[src/rtl/updown_counter_param.sv]
// updown_counter_param
// Parametrised modulo up/down counter with synchronous clear, parallel load,
// wrap or saturate at the boundaries, a combinational terminal-count carry
// for cascading and a sticky overflow flag.
//
// Optional feature macro: UDC_PRESCALE_EN
//   defined   -> an internal prescaler lets the count advance once per
//                PRESCALE enabled cycles
//   undefined -> the count advances on every enabled cycle; PRESCALE unused
module updown_counter_param #(
    parameter int unsigned     WIDTH    = 8,
    parameter longint unsigned MODULO   = 64'd1 << WIDTH,
    parameter int unsigned     PRESCALE = 4
) (
    input  logic             clk,
    input  logic             rst_n,
    input  logic             en,
    input  logic             up,
    input  logic             sat,
    input  logic             clr,
    input  logic             load,
    input  logic [WIDTH-1:0] load_val,
    output logic [WIDTH-1:0] count,
    output logic             tc,
    output logic             ovf
);

    // MODULO is at most 2**WIDTH, so MAX always fits in WIDTH bits and the
    // power-of-2 case needs no special handling.
    localparam logic [WIDTH-1:0] MAX  = WIDTH'(MODULO - 64'd1);
    localparam logic [WIDTH-1:0] ZERO = '0;
    localparam logic [WIDTH-1:0] ONE  = WIDTH'(1);

    logic [WIDTH-1:0] count_q, count_d;
    logic             ovf_q, ovf_d;
    logic             tick;
    logic             step;
    logic             boundary;

`ifdef UDC_PRESCALE_EN
    localparam int unsigned    PS_W    = $clog2(PRESCALE);
    localparam logic [PS_W-1:0] PS_LAST = PS_W'(PRESCALE - 1);
    localparam logic [PS_W-1:0] PS_ONE  = PS_W'(1);

    logic [PS_W-1:0] ps_q, ps_d;

    // Prescaler wraps on the last enabled cycle of a period; clr/load restart it.
    always_comb begin
        tick = (ps_q == PS_LAST);
        ps_d = ps_q;
        if (clr || load) begin
            ps_d = '0;
        end else if (en) begin
            ps_d = tick ? '0 : ps_q + PS_ONE;
        end
    end

    // Prescaler register.
    always_ff @(posedge clk or negedge rst_n) begin
        if (!rst_n) begin
            ps_q <= '0;
        end else begin
            ps_q <= ps_d;
        end
    end
`else
    // PRESCALE is always >= 2, so this is a constant 1: every enabled cycle steps.
    assign tick = (PRESCALE >= 2);
`endif

    assign step     = en & tick;
    assign boundary = up ? (count_q == MAX) : (count_q == ZERO);
    assign tc       = step & ~clr & ~load & boundary;

    // Next count / overflow with priority clr > load > step > hold.
    always_comb begin
        count_d = count_q;
        ovf_d   = ovf_q;
        if (clr) begin
            count_d = ZERO;
            ovf_d   = 1'b0;
        end else if (load) begin
            count_d = (load_val > MAX) ? MAX : load_val;
        end else if (step) begin
            if (boundary) begin
                ovf_d = 1'b1;
                if (!sat) begin
                    count_d = up ? ZERO : MAX;
                end
            end else begin
                count_d = up ? count_q + ONE : count_q - ONE;
            end
        end
    end

    // Count and sticky overflow registers.
    always_ff @(posedge clk or negedge rst_n) begin
        if (!rst_n) begin
            count_q <= '0;
            ovf_q   <= 1'b0;
        end else begin
            count_q <= count_d;
            ovf_q   <= ovf_d;
        end
    end

    assign count = count_q;
    assign ovf   = ovf_q;

endmodule

[config.mk]
export PLATFORM = sky130hd
export DESIGN_NAME = updown_counter_param
export DESIGN_NICKNAME = d
export VERILOG_FILES = /design/src/rtl/updown_counter_param.sv
export SDC_FILE = /design/constraint.sdc
export NUM_CORES = 1
export LEC_CHECK = 0
export ABC_AREA = 1
export BUFFER_PORTS_ARGS = -buffer_cell sky130_fd_sc_hd__buf_2
export CORE_MARGIN = 2
export CORE_UTILIZATION = 51
export CTS_CLUSTER_SIZE = 8
export DETAILED_ROUTE_END_ITERATION = 10
export GPL_ROUTABILITY_DRIVEN = 0
export GPL_TIMING_DRIVEN = 1
export PLACE_DENSITY_LB_ADDON = 0.2
export SLEW_MARGIN = 20
export SYNTH_ARGS = -nofsm -noshare
export SYNTH_HDL_FRONTEND = slang
export SYNTH_SLANG_ARGS = --single-unit
[constraint.sdc]
create_clock -name clk -period 2.3 [get_ports clk]
set_input_delay 0.46 -clock clk [delete_from_list [all_inputs] [get_ports clk]]
set_output_delay 0.46 -clock clk [all_outputs]
set_load 0.01 [all_outputs]
After elaboration in Yosys (flattened, before gate mapping):

Cells that the tools add are included.

* add/sub/neg operators: 2
* $lt $le $gt $ge: 1
* eq/ne operators: 3
* mux-type cells: 13
* bitwise logic cells: 5
* reduce and logical (&&, ||, !) cells: 6

Operators by type and width (number)
* 8-bit 2-to-1 mux: 8
* 8-bit by 1-bit adder with 8-bit output (second input constant): 1
* 8-bit equality test (second input constant): 1
* 8-bit greater-than comparator (second input constant): 1
* 8-bit logical NOT: 1
* 8-bit by 1-bit subtractor with 8-bit output (second input constant): 1
* 1-bit 2-to-1 mux: 5
* 4-bit != test (second input constant): 1
* 2-bit nonzero test: 2
* 1-bit AND: 3
* 3-bit AND reduction: 1
* 3-bit nonzero test: 1
* 2-bit != test (second input constant): 1
* 1-bit NOT: 2
* 2-bit AND reduction: 1

* register bits after elaboration: 9
* input bits: 15
* output and inout port bits: 10

Depth between registers and ports, before layout:

* depth in word-level cells: 6
* mapped depth: 13
* depth with buffers taken out: 13

Worst setup path before layout:

Ideal clock, no wire load.

* path kind: input to register
* start point: input up
* end point: register count_q[7] (netlist: count[7])
* setup time: 0.116 ns
* data arrival time: 1.620 ns
* required time: 2.184 ns
* path slack: 0.564 ns
* stages: 11
* cell sequence: inv_1 ha_1 or2_2 nand3_1 nand2_1 nand2_1 nand3_1 nand2_1 nand2_1 nand2_1 nand2_1

* longest elaborated chain between the ends: 6
* elaborated cells between the ends (all ways): 10

Ends and longest elaborated chain
* start, declared: line 18 `input logic up,`
* 8-bit 2-to-1 mux: line 88 `count_d = up ? ZERO : MAX;`
* 8-bit 2-to-1 mux: line 87 `if (!sat) begin`
* 8-bit 2-to-1 mux: line 85 `if (boundary) begin`
* 8-bit 2-to-1 mux: line 84 `end else if (step) begin`
* 8-bit 2-to-1 mux: line 82 `end else if (load) begin`
* 8-bit 2-to-1 mux: line 79 `if (clr) begin`
* end signal, assigned: line 102 `count_q <= count_d;`
* end, declared: line 34 `logic [WIDTH-1:0] count_q, count_d;`

Several ways; a longest one is shown, not always the timed one. The select of a mux whose other input is x is not followed.
A chain may end at the register's enable or synchronous reset.

Final worst setup path:

* start point: register count_q[5] (netlist: count[5])
* end point: output tc

* longest elaborated chain between the ends: 3
* elaborated cells between the ends (all ways): 4

Ends and longest elaborated chain
* 8-bit equality test or 8-bit logical NOT (tied branches): line 72 `assign boundary = up ? (count_q == MAX) : (count_q == ZERO);`
* 1-bit 2-to-1 mux *: line 72
* 1-bit AND *: line 73 `assign tc = step & ~clr & ~load & boundary;`
* end, declared: line 24 `output logic tc,`

Every way passes the cells marked *; elsewhere a longest branch is shown, timed or not.

==> results.sh <==
export IMPL_criticalPathCategory="reg2out"
export IMPL_drv_cap=0
export IMPL_synth_xor_area_share_pct=0.951
export IMPL_finalHoldViolations=0
export IMPL_core_area_mm2=0.00171
export IMPL_synthAdderAreaFrac_pct=10.3
export IMPL_rsz0062_at_grt="no"
export IMPL_dr_total_vias=983
export IMPL_rows=15
export IMPL_portBuffers=24
export IMPL_power_density_mw_per_mm2=540
export IMPL_max_freq_mhz=473
export IMPL_tns_ns=0
export IMPL_slowest_delay_ns=0.43
export IMPL_synth_area_um2=921
export IMPL_overflow=0
export IMPL_final_nets=195
export IMPL_cts_setup_buffers=0
export IMPL_fin_skew_ns=0.00510
export IMPL_yosys_area_share_simple_pct=47.8
export IMPL_drt_iter0_drc=26
export IMPL_regArea_um2=225
export IMPL_n_fill_cell=165
export IMPL_synth_cell_type_count=22
export IMPL_ys_seq_area_share_pct=24.5
export IMPL_drive_gt1_share_pct=21.5
export IMPL_finalSetupViolations=0
export IMPL_initial_core_util_pct=53.9
export IMPL_final_max_slew_violation_count=0
export IMPL_clk_latency_ns=0.26
export IMPL_start_kind="register"
export IMPL_period_share_pct=92.0
export IMPL_htreeDepth=1
export IMPL_cts_tree="done"
export IMPL_grt_pass1_vias=873
export IMPL_leakagePower_nw=0.647
export IMPL_drc=0
export IMPL_die_area_mm2=0.00216
export IMPL_worst_pin_slew_ns=0.362
export IMPL_syn_avg_cell_area_um2=6.35
export IMPL_grtUsageTotal_pct=23.8
export IMPL_synth_mux_area_share_pct=0
export IMPL_floorplan_die_width_um=46.5
export IMPL_yosys_warnings=0
export IMPL_grt_pass1_wl_um=3660
export IMPL_hold_buffers=0
export IMPL_routed_wl_um=2180
export IMPL_fp_dieH_um=46.5
export IMPL_cts_made_buffers=3
export IMPL_hpwl_um=1770
export IMPL_ant_nets=0
export IMPL_syn_num_nets=167
export IMPL_cts_resized_gates=0
export IMPL_clk_pin_slew_ns=0.07
export IMPL_status="completed"
export IMPL_layoutNonFillerInstCount=197
export IMPL_hold_slack_ns=0.0401
export IMPL_min_path_type="in2async"
export IMPL_ir_worst_vdd_mv=0.365
export IMPL_fin_crit_ns=2.12
export IMPL_io_pins=25
export IMPL_crit_fanout=7
export IMPL_synth_compound_area_share_pct=8.15
export IMPL_place_inst=193
export IMPL_cts_root_buf="clkbuf_4"
export IMPL_synth_top_family_by_area="simple AND/OR/NAND/NOR gates"
export IMPL_avgViaCountPerCell=4.99
export IMPL_diodes=0
export IMPL_synth_cells=145
export IMPL_wl_per_cell_um=11.1
export IMPL_grt_max_degree=12
export IMPL_dr_pass1_iters=4
export IMPL_cp_cell_sequence="nor3_1 -> nand2_2 -> nand2_4 -> nand3_1 -> inv_1 -> buf_2"
export IMPL_multi_input_area_um2=619
export IMPL_crit_arrival_ns=1.66
export IMPL_ys_ff_latch=9
export IMPL_cts_sinks=9
export IMPL_crit_slowest_cell="dfrtp_1"
export IMPL_antenna_found_initial=0
export IMPL_required_ns=1.84
export IMPL_clk_path_buf_depth=2
export IMPL_cp_end_kind="output port"
export IMPL_relSlewSlack_pct=75.7
export IMPL_syn_to_final_growth_pct=18.8
[cell type report]
cell class              instances  area share, %
inverters                      19           6.52
well taps                      25           2.86
flip-flops and latches          9           20.6
clock buffers                   4           2.40
multi-input cells             116           56.6
repair buffers                 24           11.0
[power by group]
part / switching (W) / leakage [nW] / internal, W
logic: 0.000156 / 0.514 / 0.000107
clock network: 0.0000579 / 0.0150 / 0.0000670
registers: 0.0000264 / 0.117 / 0.000176
total: 0.000240 / 0.647 / 0.000350
[metrics by stage]
stage	worst slack, ns	utilization (%)	instance area [µm²]	power, W
floorplan	0.564	-	921	0.000388
finish	0.184	64.0	1090	0.000591
global placement	0.314	62.5	1070	0.000459
detailed placement	0.285	62.5	1070	0.000467
CTS	0.165	64.0	1090	0.000594
global route	0.104	64.0	1090	0.000639
[metal layers]
layer	routed length [µm]	GRT usage (%)
met1	1040	30.5
met2	1080	40.3
met3	49	1.18
met4	15	11.4
met5	0	0
[final timing paths]
| path | start | to | slack [ns] | cells past startpoint |
|---|---|---|---|---|
| worst max-delay path | count[5] | tc | 0.18 | 6 |
| worst min-delay path | rst_n | count[4] | 0.04 | 1 |
| worst max register to register | count[0] | count[6] | 0.51 | 12 |
| worst min register to register | ovf | ovf | 0.49 | 2 |
| max in group asynchronous | rst_n | count[7] | 2.07 | 1 |
| min in group clk | en | ovf | 0.47 | 3 |
[layout by cell type, fill, tap and decap left out, types with 3 or more instances in the layout]
cell      instances
nand2_1          51
buf_2            24
nor2_1           19
inv_1            18
nand3_1          10
dfrtp_1           9
a21oi_1           6
ha_1              6
o21ai_1           5
nand3b_1          4
clkbuf_4          3
[flip-flops by register name, indices dropped and copies added, names as in the netlist]
register	count
count	8
ovf	1
[critical path, delay by kind of cell, from the launching register on]
| kind | cells | cell delay [ns] |
|---|---|---|
| buffers and inverters | 2 | 0.19 |
| flip-flops | 1 | 0.43 |
| AND/OR/NAND/NOR | 4 | 0.78 |
[cell families after synthesis]
| kind of cell | after synthesis |
|---|---|
| compound gates | 14 |
| buf+inv | 20 |
| fa+ha+maj | 7 |
| flops | 9 |
| xor+xnor | 1 |
| simple gates | 94 |
[synthesized netlist by cell type, drive strengths merged]
master	count	area, µm²
inv	19	71.3
nand3	13	95.1
a21oi	6	30.0
nor2	20	77.6
ha	6	75.1
o21ai	6	30.0
a22oi	2	15.0
or2	2	12.5
nand3b	4	30.0
nand2	54	220
nor3	1	5.00
fa	1	20.0
dfrtp	9	225
xnor2	1	8.76
buf	1	5.00
(Power assumes the default switching activity.)
